===== src/rtl/sc_mseq_pkg.sv =====
// Shared encodings for the ARC micro-sequencer: branch conditions, sequencer
// states and the helper that sizes the microword.
package sc_mseq_pkg;

    localparam logic [2:0] COND_NEXT   = 3'd0;
    localparam logic [2:0] COND_N      = 3'd1;
    localparam logic [2:0] COND_Z      = 3'd2;
    localparam logic [2:0] COND_V      = 3'd3;
    localparam logic [2:0] COND_C      = 3'd4;
    localparam logic [2:0] COND_IR13   = 3'd5;
    localparam logic [2:0] COND_JUMP   = 3'd6;
    localparam logic [2:0] COND_DECODE = 3'd7;

    localparam logic [0:0] ST_BOOT = 1'b0;
    localparam logic [0:0] ST_RUN  = 1'b1;

    localparam int DECODE_WIDTH = 11;

    function automatic int mir_width(int aw, int rf, int af, int cf);
        return 3 * rf + af + cf + aw + 5;
    endfunction

endpackage


===== src/rtl/sc_micro_sequencer_cbl.sv =====
// Control branch logic: picks the next control-store address from the current
// microword's COND field, the PSR flags and the instruction register.
module sc_mseq_cbl
    import sc_mseq_pkg::*;
#(
    parameter int ADDR_WIDTH = 11
) (
    input  logic [2:0]            cond_i,
    input  logic [3:0]            flags_i,
    input  logic [31:0]           ir_i,
    input  logic [ADDR_WIDTH-1:0] jump_addr_i,
    input  logic [ADDR_WIDTH-1:0] cur_addr_i,
    input  logic [0:0]            state_i,
    output logic [ADDR_WIDTH-1:0] next_addr_o
);

    logic [ADDR_WIDTH-1:0] incr_addr;
    logic [ADDR_WIDTH-1:0] decode_addr;
    logic                  unused_ir;

    assign incr_addr = cur_addr_i + ADDR_WIDTH'(1);

    // Decode address: 1, op, op3, 00 -- zero-extended above bit 10.
    assign decode_addr = ADDR_WIDTH'({1'b1, ir_i[31:30], ir_i[24:19], 2'b00});

    assign unused_ir = ^{ir_i[29:25], ir_i[18:14], ir_i[12:0]};

    always_comb begin
        next_addr_o = incr_addr;
        case (cond_i)
            COND_NEXT:   next_addr_o = incr_addr;
            COND_N:      next_addr_o = flags_i[3] ? jump_addr_i : incr_addr;
            COND_Z:      next_addr_o = flags_i[2] ? jump_addr_i : incr_addr;
            COND_V:      next_addr_o = flags_i[1] ? jump_addr_i : incr_addr;
            COND_C:      next_addr_o = flags_i[0] ? jump_addr_i : incr_addr;
            COND_IR13:   next_addr_o = ir_i[13]   ? jump_addr_i : incr_addr;
            COND_JUMP:   next_addr_o = jump_addr_i;
            COND_DECODE: next_addr_o = decode_addr;
            default:     next_addr_o = incr_addr;
        endcase
        if (state_i == ST_BOOT) begin
            next_addr_o = '0;
        end
    end

endmodule


===== src/rtl/sc_micro_sequencer.sv =====
// Microinstruction register and sequencer for the ARC control section: holds
// the current microword, slices it into control fields and steps the address.
module sc_micro_sequencer
    import sc_mseq_pkg::*;
#(
    parameter int ADDR_WIDTH    = 11,
    parameter int REG_FIELD     = 6,
    parameter int ALU_FIELD     = 4,
    parameter int COND_FIELD    = 3,
    parameter int MIR_DATAWIDTH = mir_width(ADDR_WIDTH, REG_FIELD, ALU_FIELD, COND_FIELD)
) (
    input  logic                     SC_MSEQ_CLOCK_50,
    input  logic                     SC_MSEQ_RESET_InLow,
    input  logic                     SC_MSEQ_clear_InLow,
    input  logic                     SC_MSEQ_stall_InHigh,
    input  logic [MIR_DATAWIDTH-1:0] SC_MSEQ_data_InBUS,
    input  logic [31:0]              SC_MSEQ_IR_InBUS,
    input  logic [3:0]               SC_MSEQ_Flags_InBUS,
    output logic [ADDR_WIDTH-1:0]    SC_MSEQ_NextAddr_OutBUS,
    output logic [ADDR_WIDTH-1:0]    SC_MSEQ_CurAddr_OutBUS,
    output logic                     SC_MSEQ_Valid_Out,
    output logic [REG_FIELD-1:0]     SC_MSEQ_A_OutBUS,
    output logic [REG_FIELD-1:0]     SC_MSEQ_B_OutBUS,
    output logic [REG_FIELD-1:0]     SC_MSEQ_C_OutBUS,
    output logic                     SC_MSEQ_AMUX_Out,
    output logic                     SC_MSEQ_BMUX_Out,
    output logic                     SC_MSEQ_CMUX_Out,
    output logic                     SC_MSEQ_Read_Out,
    output logic                     SC_MSEQ_Write_Out,
    output logic [ALU_FIELD-1:0]     SC_MSEQ_ALU_OutBUS,
    output logic [COND_FIELD-1:0]    SC_MSEQ_Cond_OutBUS,
    output logic [ADDR_WIDTH-1:0]    SC_MSEQ_JumpAddr_OutBUS
);

    // Field offsets, LSB upwards: JUMPADDR, COND, ALU, WR, RD, CMUX, C, BMUX, B, AMUX, A.
    localparam int OFF_JUMP = 0;
    localparam int OFF_COND = OFF_JUMP + ADDR_WIDTH;
    localparam int OFF_ALU  = OFF_COND + COND_FIELD;
    localparam int OFF_WR   = OFF_ALU + ALU_FIELD;
    localparam int OFF_RD   = OFF_WR + 1;
    localparam int OFF_CMUX = OFF_RD + 1;
    localparam int OFF_C    = OFF_CMUX + 1;
    localparam int OFF_BMUX = OFF_C + REG_FIELD;
    localparam int OFF_B    = OFF_BMUX + 1;
    localparam int OFF_AMUX = OFF_B + REG_FIELD;
    localparam int OFF_A    = OFF_AMUX + 1;

    logic [0:0]               state_q, state_d;
    logic [MIR_DATAWIDTH-1:0] mir_q, mir_d;
    logic [ADDR_WIDTH-1:0]    cur_q, cur_d;
    logic [ADDR_WIDTH-1:0]    next_addr;

    sc_mseq_cbl #(
        .ADDR_WIDTH (ADDR_WIDTH)
    ) u_cbl (
        .cond_i      (mir_q[OFF_COND +: 3]),
        .flags_i     (SC_MSEQ_Flags_InBUS),
        .ir_i        (SC_MSEQ_IR_InBUS),
        .jump_addr_i (mir_q[OFF_JUMP +: ADDR_WIDTH]),
        .cur_addr_i  (cur_q),
        .state_i     (state_q),
        .next_addr_o (next_addr)
    );

    // Flush wins over stall; the BOOT fetch always lands at address 0.
    always_comb begin
        state_d = state_q;
        mir_d   = mir_q;
        cur_d   = cur_q;
        if (!SC_MSEQ_clear_InLow) begin
            state_d = ST_BOOT;
            mir_d   = '0;
            cur_d   = '0;
        end else if (!SC_MSEQ_stall_InHigh) begin
            state_d = ST_RUN;
            mir_d   = SC_MSEQ_data_InBUS;
            cur_d   = (state_q == ST_RUN) ? next_addr : '0;
        end
    end

    always_ff @(posedge SC_MSEQ_CLOCK_50 or negedge SC_MSEQ_RESET_InLow) begin
        if (!SC_MSEQ_RESET_InLow) begin
            state_q <= ST_BOOT;
            mir_q   <= '0;
            cur_q   <= '0;
        end else begin
            state_q <= state_d;
            mir_q   <= mir_d;
            cur_q   <= cur_d;
        end
    end

    assign SC_MSEQ_NextAddr_OutBUS = next_addr;
    assign SC_MSEQ_CurAddr_OutBUS  = cur_q;
    assign SC_MSEQ_Valid_Out       = (state_q == ST_RUN);
    assign SC_MSEQ_A_OutBUS        = mir_q[OFF_A +: REG_FIELD];
    assign SC_MSEQ_AMUX_Out        = mir_q[OFF_AMUX];
    assign SC_MSEQ_B_OutBUS        = mir_q[OFF_B +: REG_FIELD];
    assign SC_MSEQ_BMUX_Out        = mir_q[OFF_BMUX];
    assign SC_MSEQ_C_OutBUS        = mir_q[OFF_C +: REG_FIELD];
    assign SC_MSEQ_CMUX_Out        = mir_q[OFF_CMUX];
    assign SC_MSEQ_Read_Out        = mir_q[OFF_RD];
    assign SC_MSEQ_Write_Out       = mir_q[OFF_WR];
    assign SC_MSEQ_ALU_OutBUS      = mir_q[OFF_ALU +: ALU_FIELD];
    assign SC_MSEQ_Cond_OutBUS     = mir_q[OFF_COND +: COND_FIELD];
    assign SC_MSEQ_JumpAddr_OutBUS = mir_q[OFF_JUMP +: ADDR_WIDTH];

endmodule

===== config.mk =====
export PLATFORM = sky130hd
export DESIGN_NAME = sc_micro_sequencer
export DESIGN_NICKNAME = d
export VERILOG_FILES = /design/src/rtl/sc_mseq_pkg.sv /design/src/rtl/sc_micro_sequencer_cbl.sv /design/src/rtl/sc_micro_sequencer.sv
export SDC_FILE = /design/constraint.sdc
export NUM_CORES = 1
export LEC_CHECK = 0
export ABC_AREA = 1
export CELL_PAD_IN_SITES_DETAIL_PLACEMENT = 1
export CELL_PAD_IN_SITES_GLOBAL_PLACEMENT = 1
export CORE_MARGIN = 1
export CORE_UTILIZATION = 25
export DETAILED_ROUTE_END_ITERATION = 10
export PLACE_DENSITY = 0.79
export REMOVE_ABC_BUFFERS = 1
export SETUP_SLACK_MARGIN = 0.15
export SLEW_MARGIN = 40
export SYNTH_ARGS = -nofsm -noshare
export SYNTH_HDL_FRONTEND = slang
export SYNTH_HIERARCHICAL = 1
export SYNTH_SLANG_ARGS = --single-unit
export TNS_END_PERCENT = 100

===== constraint.sdc =====
create_clock -name SC_MSEQ_CLOCK_50 -period 1.85 [get_ports SC_MSEQ_CLOCK_50]
set_clock_uncertainty 0.15 [all_clocks]
set_input_delay 0.555 -clock SC_MSEQ_CLOCK_50 [delete_from_list [all_inputs] [get_ports SC_MSEQ_CLOCK_50]]
set_output_delay 0.555 -clock SC_MSEQ_CLOCK_50 [all_outputs]
set_load 0.05 [all_outputs]

==> summary.md, run 1 <==
| Metric | Value |
|---|---|
| Status | `finished, violations left` |
| Violated checks | `design-rule violations, negative setup slack` |
| Initial DRT Pass Iterations | `7` |
| Hold Path Class | `input port to asynchronous set/reset pin` |
| Synth Cell Area | `0.00297 mm2` |
| Diode count | `0` |
| Setup crit end | `SC_MSEQ_NextAddr_OutBUS[7]` |
| CP most frequent cell | `nand2_1` |
| FF-to-FF Start | `SC_MSEQ_CurAddr_OutBUS[1]` |
| Reg2Reg Capture Point | `SC_MSEQ_CurAddr_OutBUS[2]` |
| Fmax | `354 MHz` |
| Max-cap violations | `0` |
| Final hold violations | `0` |
| Register area share after synthesis | `44.7%` |
| Synthesized instance count | `443` |
| CP peak stage delay | `0.39 ns` |
| Mean Syn Cell Area | `6.70 um2` |
| Cell-internal power | `0.00245 W` |
| Post-Place Cells | `758` |
| CP max stage cell | `dfrtp_1` |
| CP endpoint kind | `output port` |
| Worst-Margin Slew | `0.762 ns` |
| IO Pins | `145` |
| R2r setup slk | `-0.38 ns` |
| CTS tree | `yes` |
| Power Density | `549 mW/mm2` |
| Synth unique cells | `25` |
| Hold_ws | `0.0953 ns` |
| Async set or reset register ratio after synthesis | `100%` |
| Commonest non-fill, non-tap cell in the layout | `nand2_1` |
| Area delta synth->final | `120%` |
| Min cycle time layout | `2.83 ns` |
| Max VDD drop | `0.000333 V` |
| Share of cells above drive strength 1 | `41.3%` |
| Gpl congestion | `0.821` |
| Relative slew margins | `49.1%` |
| Filler cells | `1281` |
| Setup ws final | `-0.978 ns` |
| Worst-case clock buffer depth | `2` |
| Power share of the sequential group | `35.5%` |
| CP startpoint kind | `flop` |
| Non-filler cells, final | `802` |
| Final WL | `14100 um` |
| Hold buffers post-CTS | `0` |
| CP arrival | `2.12 ns` |
| # DRC | `10` |
| Switching Fraction | `31.7%` |
| Pleak | `3.31 nW` |
| Root buffer cell | `clkbuf_16` |
| H-tree levels | `2` |
| Psw | `0.00114 W` |
| WL per Instance | `17.6 um` |
| Main synth FF type | `dfrtp_1` |
| Clock latency on the worst-skew pair | `0.30 ns` |
| Final worst-path cycle share | `153%` |
| Post-synth EDFFs | `0` |
| First-pass GRT wire length | `20700 um` |
| Place WS | `-1.08 ns` |
| Critical Path RT | `1.14 ns` |
| Final Slew Violations | `0` |
| Port bufs | `121` |
| Die Area | `0.0123 mm2` |
| Gr usage total | `21.6%` |
| Vias per Instance | `4.64` |
| Routed Antenna Nets | `0` |
| Worst R2R Path Depth | `18` |
| CTS Sinks | `53` |
| DR vias | `3719` |
| WS Path Type | `flop to output port` |
| CTS Buf Count | `5` |
| Final nets | `740` |
| Final Setup Violations | `25` |
| GR Overflow Total | `0` |
| Combinational power share | `32.8%` |
| Core Box Area | `0.0115 mm2` |
| Initial core utilization | `25.8%` |
| Critical path cell sequence | `buf_4 > buf_6 > nand3_4 > nor2_4 > buf_6 > nand3_2 > nand2_1 > nand2_1 > nand2_1 > inv_1 > nor2_2 > nor2_2 > buf_12` |
| Vias in the first global route | `4107` |
| Final HPWL from detailed placement | `8810 um` |
| Initial antenna violation count | `0` |
| Initial drt markers | `178` |
| Cell Rows | `39` |
| Largest net degree at the start of global routing | `54` |
| Clk pwr share | `31.7%` |
| Commonest non-fill, non-tap cells in the layout | `208 x nand2_1, 70 x buf_12, 51 x clkdlybuf4s50_1, 51 x buf_6, 50 x dfrtp_1` |
| RSZ-0062 raised after global routing | `yes` |
| Chip Width | `111 um` |
| Synth warn | `6` |
| #FFs+latches synth | `53` |
| Die Height | `111 um` |
| Clk slew on worst S/H paths | `0.08 ns` |
| Crit path from | `SC_MSEQ_CurAddr_OutBUS[0]` |
| Critical path fanouts, max | `5` |
[registers in the layout, summed over array words and instances, names as in the netlist]
register and count:
mir_q 41, SC_MSEQ_CurAddr_OutBUS 11, SC_MSEQ_Valid_Out 1
[cells in the mapped netlist (3+ instances only)]
cell type | n | area (um2)
nand2_1 | 241 | 905
dfrtp_1 | 53 | 1330
inv_1 | 48 | 180
nor2_1 | 26 | 97.6
nand3_1 | 18 | 90.1
a21oi_1 | 7 | 35.0
buf_2 | 7 | 35.0
o21ai_0 | 7 | 35.0
buf_4 | 5 | 37.5
inv_2 | 5 | 18.8
nand4_1 | 3 | 18.8
nor3_1 | 3 | 15.0
xor2_1 | 3 | 26.3
[stage by stage]
| stage | power (W) | TNS, ns | util [%] | instance area, um2 |
|---|---|---|---|---|
| after floorplan | 0.00166 | -18.39 | - | 2900 |
| after global placement | 0.00227 | -17.09 | 47.4 | 5460 |
| after detailed placement | 0.00229 | -19.28 | 47.4 | 5460 |
| after CTS | 0.00355 | -10.95 | 54.0 | 6220 |
| after global routing | 0.00374 | -15.06 | 56.8 | 6550 |
| final | 0.00359 | -13.04 | 56.8 | 6550 |
[worst max-delay path, delay by kind of cell (launching register included)]
kind                   cells  cell delay, ns
DFF                        1            0.39
and+or+nand+nor            8            0.78
buffers and inverters      5            0.65
[worst min path at each step]
stage                     depth (start not counted)                   endpoint  slack (ns)
after detailed placement                          2                  mir_q[35]        0.38
after global routing                              2                  mir_q[17]        0.11
final                                             2                   mir_q[8]         0.1
after floorplan                                   0  SC_MSEQ_CurAddr_OutBUS[0]        0.11
after global placement                            2                  mir_q[28]        0.37
after CTS                                         2                  mir_q[19]        0.11
[layout make-up]
type	count	area [um2]	area share (%)
clock buffer	6	139	2.12
clock inverter	2	37.5	0.574
inverter	53	210	3.21
multi-input combinational	326	1780	27.2
sequential	53	1330	20.3
tap	143	179	2.73
timing repair buffer	219	2870	43.9
[repair_timing]
item	4_1_cts	5_1_grt
buffers inserted	27	8
pin swaps	30	38
gates resized for setup	114	72
hold endpoints to repair	0	0
setup endpoints to repair	35	45
gates cloned	1	1
[layer usage]
| layer | vias up | global-route usage [%] | part of all wire (%) |
|---|---|---|---|
| met1 | 1825 | 23.8 | 38 |
| met2 | 108 | 40.5 | 54 |
| met5 | - | 0 | 0 |
| met3 | 22 | 6.01 | 6.6 |
| met4 | 0 | 5.02 | 1.9 |
| li1 | 1764 | - | - |
[power by group through the flow]
stage / Combinational (W) / Clock (W) / Sequential [W]
finish: 0.00118 / 0.00114 / 0.00128
global route: 0.00124 / 0.00121 / 0.00128
CTS: 0.00112 / 0.00115 / 0.00127
detailed placement: 0.000997 / 0 / 0.00130
global placement: 0.000979 / 0 / 0.00129
floorplan: 0.000194 / 0 / 0.00146
[cell families (layout without fill, tap and decap cells)]
kind of cell,Yosys count,count (layout),share of synthesized area (%)
adder cells (fa/ha/maj),1,1,0.421
buffers and inverters,65,280,9.14
XOR/XNOR,5,5,1.48
AO/OA/AOI/OAI,20,20,3.88
flip-flops,53,53,44.7
AND/OR/NAND/NOR,299,300,40.4
Note: power is estimated with default switching activity, not from simulation.
==> run 2: changes to the inputs <==
--- a/config.mk
+++ b/config.mk
@@ -11,6 +11,7 @@
 export CORE_MARGIN = 1
 export CORE_UTILIZATION = 25
 export DETAILED_ROUTE_END_ITERATION = 10
+export MAX_ROUTING_LAYER = met4
 export PLACE_DENSITY = 0.79
 export REMOVE_ABC_BUFFERS = 1
 export SETUP_SLACK_MARGIN = 0.15
==> summary.md, run 2 (synthesis results as in run 1) <==
| Metric | Value |
|---|---|
| Area delta synth->final | `114%` |
| Critical path fanouts, max | `6` |
| Gr usage total | `22.2%` |
| Worst R2R Path Depth | `18` |
| Clk slew on worst S/H paths | `0.08 ns` |
| Cell Rows | `39` |
| DR vias | `3682` |
| Pleak | `3.24 nW` |
| H-tree levels | `2` |
| Vias in the first global route | `4075` |
| Final Slew Violations | `0` |
| First-pass GRT wire length | `20700 um` |
| Register area | `0.00133 mm2` |
| Status | `finished, violations left` |
| Hold Path Class | `input port to asynchronous set/reset pin` |
| Pwr Total | `0.00354 W` |
| Hold_ws | `0.101 ns` |
| Clock latency on the worst-skew pair | `0.30 ns` |
| Max-cap violations | `0` |
| Final Setup Violations | `24` |
| Largest register FFs | `41` |
| Area after DPL | `0.00547 mm2` |
| Violated checks | `design-rule violations, negative setup slack` |
| Initial drt markers | `101` |
| Initial DRT Pass Iterations | `7` |
| Critical Path RT | `1.14 ns` |
| Port bufs | `121` |
| Initial antenna violation count | `0` |
| CP startpoint kind | `flop` |
| Vias per Instance | `4.61` |
| Biggest register | `mir_q` |
| Commonest non-fill, non-tap cell in the layout | `nand2_1` |
| Chip Width | `111 um` |
| WS Path Type | `flop to output port` |
| Diode count | `0` |
| CTS Sinks | `53` |
| Worst-case clock buffer depth | `2` |
| Core Box Area | `0.0115 mm2` |
| # DRC | `9` |
| CP arrival | `2.07 ns` |
| Reg2Reg Capture Point | `SC_MSEQ_CurAddr_OutBUS[2]` |
| Fmax | `360 MHz` |
| CP endpoint kind | `output port` |
| Final nets | `737` |
| Final hold violations | `0` |
| Root buffer cell | `clkbuf_16` |
| CTS Buf Count | `5` |
| Relative slew margins | `54.9%` |
| Area of the multi-input gates | `0.00171 mm2` |
| Die Height | `111 um` |
| Setup ws final | `-0.925 ns` |
| Final HPWL from detailed placement | `8870 um` |
| Final core occ | `55.3%` |
| GR Overflow Total | `0` |
| Die Area | `0.0123 mm2` |
| Non-filler cells, final | `799` |
| Routed Antenna Nets | `0` |
| RSZ-0062 raised after global routing | `yes` |
| Gpl congestion | `0.798` |
| Power Density | `556 mW/mm2` |
| Commonest non-fill, non-tap cells in the layout | `221 x nand2_1, 70 x buf_12, 56 x buf_4` |
| Largest net degree at the start of global routing | `54` |
| Post-Place Cells | `759` |
| Finished Cell Area | `0.00636 mm2` |
| Worst-Margin Slew | `0.675 ns` |
| R2r setup slk | `-0.41 ns` |
| Final WL | `13700 um` |
| Max VDD drop | `0.000379 V` |
| IO Pins | `145` |
| Final worst-path cycle share | `150%` |
| Share of cells above drive strength 1 | `39.0%` |
| FF-to-FF Start | `SC_MSEQ_CurAddr_OutBUS[0]` |
| Min cycle time layout | `2.78 ns` |
| WL per Instance | `17.1 um` |
| Initial core utilization | `25.8%` |
| CTS tree | `yes` |
| Filler cells | `1355` |
-- run 2: changes by cell type in the layout (fill, tap and decap cells not counted), moves of 3 or more --
cell and change:
nand2_1 +13, nand3_2 +3, inv_2 -4, nand2_2 -10
buf_4 +17, buf_6 -19, inv_4 +3
-- run 2: how the worst max path moves through the flow --
stage | endpoint | startpoint
after floorplan | SC_MSEQ_NextAddr_OutBUS[10] | SC_MSEQ_CurAddr_OutBUS[0]
after global placement | SC_MSEQ_NextAddr_OutBUS[5] | SC_MSEQ_Flags_InBUS[3]
after detailed placement | SC_MSEQ_NextAddr_OutBUS[5] | SC_MSEQ_Flags_InBUS[1]
after CTS | SC_MSEQ_NextAddr_OutBUS[10] | SC_MSEQ_CurAddr_OutBUS[1]
after global routing | SC_MSEQ_NextAddr_OutBUS[8] | SC_MSEQ_CurAddr_OutBUS[0]
final | SC_MSEQ_NextAddr_OutBUS[8] | SC_MSEQ_CurAddr_OutBUS[0]
-- run 2: where the power goes --
group | total [W] | switching, W | internal (W)
Combinational | 0.00114 | 0.000594 | 0.000549
Sequential | 0.00127 | 0.0000623 | 0.00121
Clock | 0.00112 | 0.000445 | 0.000678
Total | 0.00354 | 0.00110 | 0.00244
-- run 2: layer usage --
metal / wire (um) / share of wire [%] / GRT usage (%) / vias up
met4: 337 / 2.5 / 6.39 / 0
met2: 7420 / 54 / 40.5 / 105
li1: - / - / - / 1756
met3: 731 / 5.3 / 5.08 / 30
met5: 0 / 0 / - / -
met1: 5190 / 38 / 23.9 / 1791
-- run 2: metrics by stage --
| step | setup WS [ns] | TNS (ns) |
|---|---|---|
| floorplan | -1.09 | -18.39 |
| CTS | -0.913 | -10.47 |
| global placement | -1.01 | -16.97 |
| detailed placement | -1.09 | -18.63 |
| global route | -1.03 | -14.87 |
| finish | -0.925 | -12.23 |
-- run 2: area by class of cell --
type | count | area share (%)
flip-flops and latches | 53 | 20.9
multi-input cells | 326 | 26.9
repair buffers | 216 | 43.3
well taps | 143 | 2.81
clock inverters | 1 | 0.472
inverters | 53 | 3.34
clock buffers | 7 | 2.24
-- run 2: repair_timing --
item	in CTS	in global routing
gates resized for setup	98	49
pin swaps	36	27
endpoints found under the hold margin	0	0
hold buffers	0	0
gates cloned	1	0
setup buffers	17	14
setup endpoints to repair	36	41
-- run 2: worst max-delay path, stage by stage, from the launching register on --
cell,delay [ns]
dfrtp_1,0.38
ha_2,0.22
nand2_2,0.08
buf_6,0.12
nor3_4,0.26
nand3_1,0.14
nand2_1,0.09
nand2_2,0.06
inv_2,0.09
nor2_4,0.04
nor2_4,0.13
buf_12,0.15
==> run 3: changes to the inputs <==
--- a/config.mk
+++ b/config.mk
@@ -13,7 +13,6 @@
 export DETAILED_ROUTE_END_ITERATION = 10
 export MAX_ROUTING_LAYER = met4
 export PLACE_DENSITY = 0.79
-export REMOVE_ABC_BUFFERS = 1
 export SETUP_SLACK_MARGIN = 0.15
 export SLEW_MARGIN = 40
 export SYNTH_ARGS = -nofsm -noshare
==> summary.md, run 3 (synthesis results as in run 1) <==
| Metric | Value |
|---|---|
| Largest register FFs | `41` |
| Area delta synth->final | `109%` |
| Final HPWL from detailed placement | `8610 um` |
| Status | `finished, violations left` |
| Critical path fanouts, max | `8` |
| WL per Instance | `15.3 um` |
| Violated checks | `design-rule violations, negative setup slack` |
| Vias in the first global route | `4023` |
| Diode count | `0` |
| Finished Cell Area | `0.00619 mm2` |
| Port bufs | `121` |
| IO Pins | `145` |
| R2r setup slk | `-0.58 ns` |
| Core Box Area | `0.0115 mm2` |
| Initial DRT Pass Iterations | `7` |
| Commonest non-fill, non-tap cell in the layout | `nand2_1` |
| Biggest register | `mir_q` |
| Fmax | `380 MHz` |
| Reg2Reg Capture Point | `SC_MSEQ_CurAddr_OutBUS[6]` |
| RSZ-0062 raised after global routing | `yes` |
| CTS tree | `yes` |
| Initial core utilization | `25.8%` |
| Gpl congestion | `0.827` |
| Vias per Instance | `4.47` |
| FF-to-FF Start | `mir_q[13]` |
| Min cycle time layout | `2.63 ns` |
| Setup ws final | `-0.783 ns` |
| Die Height | `111 um` |
| CP arrival | `1.93 ns` |
| Pwr Total | `0.00363 W` |
| Die Area | `0.0123 mm2` |
| Worst-Margin Slew | `0.313 ns` |
| Final hold violations | `0` |
| Cell Rows | `39` |
| Largest net degree at the start of global routing | `54` |
| Place WS | `-1.03 ns` |
| CP startpoint kind | `flop` |
| Gr usage total | `20.9%` |
| Max-cap violations | `0` |
| Commonest non-fill, non-tap cells in the layout | `211 x nand2_1, 69 x buf_12, 51 x clkdlybuf4s50_1` |
| Max VDD drop | `0.000367 V` |
| Hold Path Class | `input port to asynchronous set/reset pin` |
| DR vias | `3437` |
| # DRC | `14` |
| CTS Buf Count | `5` |
| Worst-case clock buffer depth | `2` |
| GR Overflow Total | `0` |
| Final Slew Violations | `0` |
| Power Density | `585 mW/mm2` |
| Root buffer cell | `clkbuf_16` |
| Final nets | `707` |
| Share of cells above drive strength 1 | `39.5%` |
| Syn_nets | `525` |
| H-tree levels | `2` |
| Routed Antenna Nets | `0` |
| Clock latency on the worst-skew pair | `0.30 ns` |
| First-pass GRT wire length | `19900 um` |
| Initial antenna violation count | `0` |
| Hold buffers post-CTS | `0` |
| Non-filler cells, final | `769` |
| Initial drt markers | `168` |
| CTS Sinks | `53` |
| Clk slew on worst S/H paths | `0.08 ns` |
| Worst R2R Path Depth | `16` |
| Area after DPL | `0.00553 mm2` |
| Final Setup Violations | `22` |
| Final worst-path cycle share | `142%` |
| WS Path Type | `flop to output port` |
| Critical Path RT | `1.14 ns` |
| Chip Width | `111 um` |
| Final WL | `11800 um` |
| Relative slew margins | `78.9%` |
| CP endpoint kind | `output port` |
| Post-Place Cells | `745` |
| Pleak | `3.10 nW` |
==> run 3: changes by cell type in the layout (fill, tap and decap cells not counted), moves of 9 or more <==
cell | before | now
buf_4 | 56 | 36
nand2_1 | 221 | 211
nor2_4 | 11 | 20
dfrtp_2 | 3 | 13
dfrtp_1 | 50 | 39
==> run 3: area by class of cell <==
cell class / count / area [um2]
fill: 1316 / 5320
timing repair buffer: 186 / 2480
multi-input combinational: 326 / 1780
sequential: 53 / 1350
inverter: 53 / 219
tap: 143 / 179
clock buffer: 5 / 125
clock inverter: 3 / 68.8
==> run 3: worst max-delay path by stage <==
stage	from	endpoint	slack, ns
floorplan	SC_MSEQ_CurAddr_OutBUS[0]	SC_MSEQ_NextAddr_OutBUS[6]	-0.54
global placement	SC_MSEQ_Flags_InBUS[0]	SC_MSEQ_NextAddr_OutBUS[4]	-0.99
detailed placement	SC_MSEQ_Flags_InBUS[0]	SC_MSEQ_NextAddr_OutBUS[10]	-1.03
CTS	mir_q[12]	SC_MSEQ_NextAddr_OutBUS[6]	-0.77
global route	mir_q[13]	SC_MSEQ_NextAddr_OutBUS[6]	-0.88
finish	mir_q[13]	SC_MSEQ_NextAddr_OutBUS[6]	-0.78
==> run 3: what timing repair did <==
action                     CTS  global route
setup endpoints to repair   36            40
pin swaps                   26            10
gates cloned                 1             0
setup buffers               12             3
resized for setup           93            23
hold endpoints to repair     0             0
==> run 3: worst max-delay path, cell delays in order, from the launching register on <==
cell and delay [ns]:
dfrtp_2 0.49, inv_6 0.08, buf_4 0.15, nand2_4 0.12, inv_1 0.12, a21oi_1 0.18, nand3_2 0.11, nand2_2 0.09
clkinvlp_4 0.11, buf_12 0.16
==> run 3: stage by stage <==
step                      TNS, ns  hold slack, ns  utilization (%)
after floorplan             -7.42           0.109                -
after global placement     -16.26           0.374             48.0
after detailed placement   -17.49           0.382             48.0
after CTS                   -9.16           0.113             53.1
after global routing       -12.00           0.112             53.8
final                       -9.36          0.0876             53.8
==> run 3: routing by layer <==
metal	vias up	part of all wire, %	GRT usage (%)
met5	-	0	-
met4	0	1.5	4.93
met3	17	4.7	4.26
met2	80	52	37.5
met1	1640	41	23.8
li1	1700	-	-
==> run 3: where the power goes <==
group / switching [W] / total (W) / internal, W
sequential: 0.0000724 / 0.00128 / 0.00121
clock: 0.000477 / 0.00126 / 0.000782
combinational: 0.000570 / 0.00108 / 0.000513
